**config.mk**
```make
export PLATFORM = sky130hd
export DESIGN_NAME = crossbar_seq
export DESIGN_NICKNAME = d
export VERILOG_FILES = /design/src/rtl/crossbar_seq.sv
export SDC_FILE = /design/constraint.sdc
export NUM_CORES = 1
export LEC_CHECK = 0
export ABC_AREA = 1
export CAP_MARGIN = 10
export CORE_MARGIN = 8
export CORE_UTILIZATION = 35
export CTS_BUF_LIST = sky130_fd_sc_hd__clkbuf_4 sky130_fd_sc_hd__clkbuf_8
export CTS_CLUSTER_SIZE = 8
export DETAILED_ROUTE_END_ITERATION = 8
export PLACE_DENSITY = 0.73
export SLEW_MARGIN = 20
export SYNTH_ARGS = -nofsm -noshare
export SYNTH_HDL_FRONTEND = slang
export SYNTH_SLANG_ARGS = --single-unit
```
**constraint.sdc**
```tcl
create_clock -name clk -period 1.7 [get_ports clk]
set_clock_uncertainty 0.2 [all_clocks]
set_input_delay 0.255 -clock clk [delete_from_list [all_inputs] [get_ports clk]]
set_output_delay 0.255 -clock clk [all_outputs]
set_load 0.02 [all_outputs]
```
**src/rtl/crossbar_seq.sv**
```systemverilog
// crossbar_seq: command sequencer in front of the 8x8 ReRAM crossbar MAC array.
// Turns WRITE_ROW / MAC commands into timed, registered line pulses and returns
// the captured column result over a valid/ready response channel.
//
// Handshakes: a transfer happens on a rising clk edge where valid && ready are
// both high; valid holds its payload stable until that edge, and ready never
// depends combinationally on valid.
//
// Optional feature macro: CROSSBAR_FORM_TRACK_EN (per-row forming tracking;
// the first write to a row uses a FORM_CYC forming pulse with xb_form high).
module crossbar_seq #(
    parameter int unsigned PULSE_CYC = 4,
    parameter int unsigned FORM_CYC  = 16,
    parameter int unsigned READ_LAT  = 2,
    parameter int unsigned GAP_CYC   = 1
) (
    input  logic       clk,
    input  logic       rst_n,
    input  logic       cmd_valid,
    output logic       cmd_ready,
    input  logic       cmd_op,
    input  logic [2:0] cmd_row,
    input  logic [7:0] cmd_data,
    output logic       rsp_valid,
    input  logic       rsp_ready,
    output logic [7:0] rsp_data,
    output logic       busy,
    output logic [7:0] xb_bitline,
    output logic [7:0] xb_wordline,
    output logic [7:0] xb_selectline,
    output logic       xb_wenable,
    output logic       xb_form,
    output logic       xb_mac,
    input  logic [7:0] xb_out,
    output logic [1:0] dbg_state
);

    typedef enum logic [1:0] {
        IDLE  = 2'd0,
        WRITE = 2'd1,
        READ  = 2'd2,
        GAP   = 2'd3
    } state_t;

    localparam logic [7:0] PULSE_LD = 8'(PULSE_CYC - 1);
    localparam logic [7:0] FORM_LD  = 8'(FORM_CYC - 1);
    localparam logic [7:0] READ_LD  = 8'(READ_LAT - 1);
    localparam logic [7:0] GAP_LD   = 8'(GAP_CYC - 1);

    state_t     state_q, state_d;
    logic [7:0] cnt_q, cnt_d;
    logic [7:0] bitline_q, bitline_d;
    logic [7:0] wordline_q, wordline_d;
    logic [7:0] selectline_q, selectline_d;
    logic       wen_q, wen_d;
    logic       mac_q, mac_d;
    logic       form_q, form_d;
    logic       rsp_valid_q, rsp_valid_d;
    logic [7:0] rsp_data_q, rsp_data_d;
    logic       form_now;

`ifdef CROSSBAR_FORM_TRACK_EN
    logic [7:0] formed_q, formed_d;
`endif

    // A new command only enters when idle and no result is waiting to be read.
    assign cmd_ready = (state_q == IDLE) && !rsp_valid_q;

    // Next-state, line and response logic; every target defaults to hold.
    always_comb begin
        state_d      = state_q;
        cnt_d        = cnt_q;
        bitline_d    = bitline_q;
        wordline_d   = wordline_q;
        selectline_d = selectline_q;
        wen_d        = wen_q;
        mac_d        = mac_q;
        form_d       = form_q;
        rsp_valid_d  = rsp_valid_q;
        rsp_data_d   = rsp_data_q;
        form_now     = 1'b0;
`ifdef CROSSBAR_FORM_TRACK_EN
        formed_d     = formed_q;
        form_now     = !formed_q[cmd_row];
`endif

        if (rsp_valid_q && rsp_ready) begin
            rsp_valid_d = 1'b0;
        end

        case (state_q)
            IDLE: begin
                if (cmd_valid && cmd_ready) begin
                    if (!cmd_op) begin
                        // SET where data is 1, RESET where data is 0, in one pulse.
                        bitline_d    = cmd_data;
                        selectline_d = ~cmd_data;
                        wordline_d   = 8'd1 << cmd_row;
                        wen_d        = 1'b1;
                        form_d       = form_now;
                        cnt_d        = form_now ? FORM_LD : PULSE_LD;
                        state_d      = WRITE;
                    end else begin
                        bitline_d    = 8'h00;
                        selectline_d = 8'h00;
                        wordline_d   = cmd_data;
                        mac_d        = 1'b1;
                        cnt_d        = READ_LD;
                        state_d      = READ;
                    end
                end
            end
            WRITE: begin
                if (cnt_q == 8'd0) begin
`ifdef CROSSBAR_FORM_TRACK_EN
                    // The row counts as formed only once its pulse has finished.
                    if (form_q) begin
                        formed_d = formed_q | wordline_q;
                    end
`endif
                    bitline_d    = 8'h00;
                    wordline_d   = 8'h00;
                    selectline_d = 8'h00;
                    wen_d        = 1'b0;
                    form_d       = 1'b0;
                    cnt_d        = GAP_LD;
                    state_d      = GAP;
                end else begin
                    cnt_d = cnt_q - 8'd1;
                end
            end
            READ: begin
                if (cnt_q == 8'd0) begin
                    rsp_data_d   = xb_out;
                    rsp_valid_d  = 1'b1;
                    bitline_d    = 8'h00;
                    wordline_d   = 8'h00;
                    selectline_d = 8'h00;
                    mac_d        = 1'b0;
                    cnt_d        = GAP_LD;
                    state_d      = GAP;
                end else begin
                    cnt_d = cnt_q - 8'd1;
                end
            end
            GAP: begin
                if (cnt_q == 8'd0) begin
                    state_d = IDLE;
                end else begin
                    cnt_d = cnt_q - 8'd1;
                end
            end
            default: state_d = IDLE;
        endcase
    end

    // State, counter, line and response registers; reset clears every line at once.
    always_ff @(posedge clk or negedge rst_n) begin
        if (!rst_n) begin
            state_q      <= IDLE;
            cnt_q        <= 8'd0;
            bitline_q    <= 8'h00;
            wordline_q   <= 8'h00;
            selectline_q <= 8'h00;
            wen_q        <= 1'b0;
            mac_q        <= 1'b0;
            form_q       <= 1'b0;
            rsp_valid_q  <= 1'b0;
            rsp_data_q   <= 8'h00;
        end else begin
            state_q      <= state_d;
            cnt_q        <= cnt_d;
            bitline_q    <= bitline_d;
            wordline_q   <= wordline_d;
            selectline_q <= selectline_d;
            wen_q        <= wen_d;
            mac_q        <= mac_d;
            form_q       <= form_d;
            rsp_valid_q  <= rsp_valid_d;
            rsp_data_q   <= rsp_data_d;
        end
    end

`ifdef CROSSBAR_FORM_TRACK_EN
    // Per-row formed flags; a reset during forming leaves the row unformed.
    always_ff @(posedge clk or negedge rst_n) begin
        if (!rst_n) begin
            formed_q <= 8'h00;
        end else begin
            formed_q <= formed_d;
        end
    end
    assign xb_form = form_q;
`else
    assign xb_form = 1'b0;
`endif

    assign xb_bitline    = bitline_q;
    assign xb_wordline   = wordline_q;
    assign xb_selectline = selectline_q;
    assign xb_wenable    = wen_q;
    assign xb_mac        = mac_q;
    assign rsp_valid     = rsp_valid_q;
    assign rsp_data      = rsp_data_q;
    assign busy          = (state_q != IDLE);
    assign dbg_state     = state_q;

endmodule

```
==> run summary <==
The worst reg2reg path startpoint is cnt_q[1]. The tools report the area inside the core boundary as 6640 sq um. Ranked by total cell area, the synthesized netlist is headed by sky130_fd_sc_hd__dfrtp_1 48%, sky130_fd_sc_hd__inv_1 7.4%, sky130_fd_sc_hd__nand2_1 4.8%, sky130_fd_sc_hd__o21ai_2 4.5%, sky130_fd_sc_hd__nor2_1 4.3%. The count of port buffers added during placement is 62.

Entering global routing, the biggest net connects 46 pins. Once the floorplan was initialized, standard cells occupied 35.3% of the core. The total of warnings raised by yosys is 0. Across the run, the number of max-cap violations was 0. For the initial antenna violation count, the log shows 0.

The worst hold path belongs to the class input pin to async pin. For this run, the register share of the synthesized area comes to 48.1%. The source of the critical timing path was cnt_q[1]. At the later pin of the worst-skew pair, clock insertion delay measures 300 ps.

Detailed placement ended at an HPWL of 4.39 mm. Instance count of the mapped netlist: 263. The run gives 2096 as the via count of the first global-routing pass. The end-of-flow core utilization was 53.8%; the number of distinct library cells after synthesis was 30. The average wire per cell in the routed design is 14.3 um, and the total negative slack for setup checks is -1350 ps. The static power due to leakage is 1.79 nW. 64 I/O pins were placed.

The number of DRC violations after detailed-routing iteration 0 came out at 85. Setup repair after global routing could not meet its margin everywhere. The fmax was 0.560 GHz; the total routed wirelength was 6.26 mm. At the end of routability-driven placement, the weighted congestion stood at 0.875. The number of placement rows is 30, and the via-per-instance ratio is 4.79. The number of nets in the layout is 390. TritonCTS built the clock tree. The number of endpoints failing setup at the final stage is 29, and the flip-flop and latch count after synthesis is 45. Clock-pin slew was measured on the worst setup and hold paths at 80 ps. The root buffer cell chosen for the clock tree is sky130_fd_sc_hd__clkbuf_8. Along the worst path, the maximum fanout reaches 5. The slowest library cell on the worst path is sky130_fd_sc_hd__dfrtp_1. Traced cell by cell, the critical path runs through inv_2 > ha_4 > nand2_4 > nor2_4 > nand2_4 > a21boi_4 > buf_6 > clkbuf_16 > nand3_1 > o21ai_2.

In the layout the commonest cells are 43 x sky130_fd_sc_hd__dfrtp_1, 41 x sky130_fd_sc_hd__inv_1, 37 x sky130_fd_sc_hd__dlygate4sd2_1. For the post-route antenna net violation count, the log shows 0. Buffer and inverter count on the worst path: 3.

The area of the die is 9570 sq um. The tools report the kind of launch point of the worst setup path as a register. The slack of the critical path was -85.8 ps. Among the stages of the critical path, the cell type that occurs most often is sky130_fd_sc_hd__nand2_4. The number of vias in the routed layout is 2105. Broken down by cell family, the worst path's largest delay share belongs to flip-flops. The critical path endpoint category is a register. The clock tree synthesis step divided the H-tree into 2 levels. The minimum clock period works out to 1790 ps. Clock tree synthesis inserted a total of 5 buffers. Counting every net in the synthesized netlist gives 294. The wire length of the first global-routing pass came out at 10.1 mm. Final-report hold violation count: 0.

After global routing the overflow that remains totals 0. The first TritonRoute pass finished after 4 iterations. The die boundary height was 97.8 um.

In this run the biggest area consumer among cell types represents 48.1% of the synthesized area. The delay of the slowest cell on the worst path is 390 ps. The worst setup path is of the register to register kind. The run finished, with violations left.

After synthesis the cells add up to 2340 sq um. The run gives 0 as the count of inserted antenna diode cells. Of the cells placed in the final design, the portion with a size suffix greater than 1 is 27.9%. The power density normalized to cell area is 571 nW/um^2. Of all cell types, the one taking the most synthesized area is sky130_fd_sc_hd__dfrtp_1.

The worst-case IR drop observed on VDD is 0.400 mV. The run gives 12.8% as the total routing usage reported by global routing. For this run, design rule violations remaining after detail routing come to 0.

The final reports fail on negative setup slack. Data on the critical path is required at its endpoint by 1730 ps. The overall power is 2.04 mW, and the average footprint of a synthesized cell is 8.91 sq um.

The library cell used most frequently in the layout, excluding fill and tap cells, is sky130_fd_sc_hd__dfrtp_1. The clock drives 45 sinks. The final critical path takes up 105% of the cycle. For the worst setup path, the data arrival time is 1810 ps. The x dimension of the die is 97.8 um. The count of final max-slew check failures was 0; the layout overhead on the synthesized area was 52.5%. No sink is reached through more buffers than the 2 on the longest clock path.
-- tightest hold or removal path, delay by kind of cell --
kind | cells | cell delay [ps]
buf+inv | 3 | 870
-- final timing paths --
check,depth (start not counted),slack [ps],end
max,10,-90,xb_bitline[6]
min,3,260,rsp_data[5]
max reg2reg,10,-90,xb_bitline[6]
min reg2reg,1,300,xb_wenable
max in group asynchronous,3,820,dbg_state[0]
min in group clk,1,300,xb_wenable
-- cell usage after synthesis --
cell type,instances
sky130_fd_sc_hd__nand2_2,5
sky130_fd_sc_hd__xor2_1,2
sky130_fd_sc_hd__mux2_2,8
sky130_fd_sc_hd__o22ai_1,8
sky130_fd_sc_hd__ha_1,7
sky130_fd_sc_hd__buf_6,3
sky130_fd_sc_hd__inv_1,46
sky130_fd_sc_hd__nand3_2,1
sky130_fd_sc_hd__a21boi_4,1
sky130_fd_sc_hd__o21a_1,1
sky130_fd_sc_hd__nor2_1,27
sky130_fd_sc_hd__buf_4,2
sky130_fd_sc_hd__o21ai_2,12
sky130_fd_sc_hd__nor3_1,2
sky130_fd_sc_hd__nand2_1,30
sky130_fd_sc_hd__dfrtp_1,45
sky130_fd_sc_hd__and2_1,1
sky130_fd_sc_hd__conb_1,1
sky130_fd_sc_hd__o31ai_1,1
sky130_fd_sc_hd__nand4_1,2
sky130_fd_sc_hd__o21ai_1,3
sky130_fd_sc_hd__a21oi_1,1
sky130_fd_sc_hd__buf_2,1
sky130_fd_sc_hd__a22oi_1,8
sky130_fd_sc_hd__inv_2,4
sky130_fd_sc_hd__nand3_1,16
sky130_fd_sc_hd__o21ai_0,14
sky130_fd_sc_hd__nor2_2,1
sky130_fd_sc_hd__clkbuf_1,2
sky130_fd_sc_hd__nand3b_1,8
-- registers in the layout, summed over array words and instances, names as in the netlist --
name and count:
xb_bitline 8, dbg_state 2, cnt_q 8, xb_mac 1, xb_wordline 8, xb_wenable 1
xb_selectline 8, rsp_valid 1, rsp_data 8
-- area by class of cell --
class                      count  area, sq um
fill                         613         3070
sequential                    45         1130
multi-input combinational    161         1130
timing repair buffer          96          937
inverter                      50          190
tap                           80          100
clock buffer                   6         82.6
clock inverter                 1         7.51
-- routing by layer --
metal	vias up	routed length [um]	track usage (%)
li1	1040	-	-
met1	1009	2670	15.1
met2	49	3140	21.7
met3	7	395	4.34
met4	0	54	3.24
met5	-	0	0
-- logic make-up (layout without fill, tap and decap cells) --
| logic type | Yosys count | count (layout) | share of synthesized area (%) |
|---|---|---|---|
| AND/OR/NAND/NOR | 93 | 94 | 18.4 |
| flip-flops | 45 | 45 | 48.1 |
| XOR/XNOR | 2 | 2 | 0.748 |
| buffers and inverters | 58 | 153 | 10.6 |
| AO/OA/AOI/OAI | 49 | 49 | 14.5 |
| other | 1 | 1 | 0.160 |
| multiplexers | 8 | 8 | 3.84 |
| adder cells (fa/ha/maj) | 7 | 7 | 3.74 |
-- through the flow --
step / setup slack [ps] / cell area [sq um] / cells / hold slack (ps)
2_1_floorplan: -78.2 / 2360 / 263 / -241
3_3_place_gp: -158 / 3200 / 417 / 52.3
3_5_place_dp: -176 / 3200 / 417 / 65.7
4_1_cts: -117 / 3360 / 432 / 267
5_1_grt: -160 / 3570 / 439 / 300
6_report: -85.8 / 3570 / 439 / 263
-- power by group --
| part | leakage (nW) | internal, mW | switching [mW] |
|---|---|---|---|
| Sequential | 0.566 | 1.10 | 0.0147 |
| Combinational | 1.18 | 0.118 | 0.134 |
| Clock | 0.0433 | 0.321 | 0.353 |
-- timing repair --
action,CTS,global route
endpoints found under the setup margin,79,43
endpoints found under the hold margin,45,0
resized for setup,56,28
hold buffers,1,0
pin swaps,4,10
buffers inserted,5,4
cloned,2,3
Power figures use the tool's default switching activity.
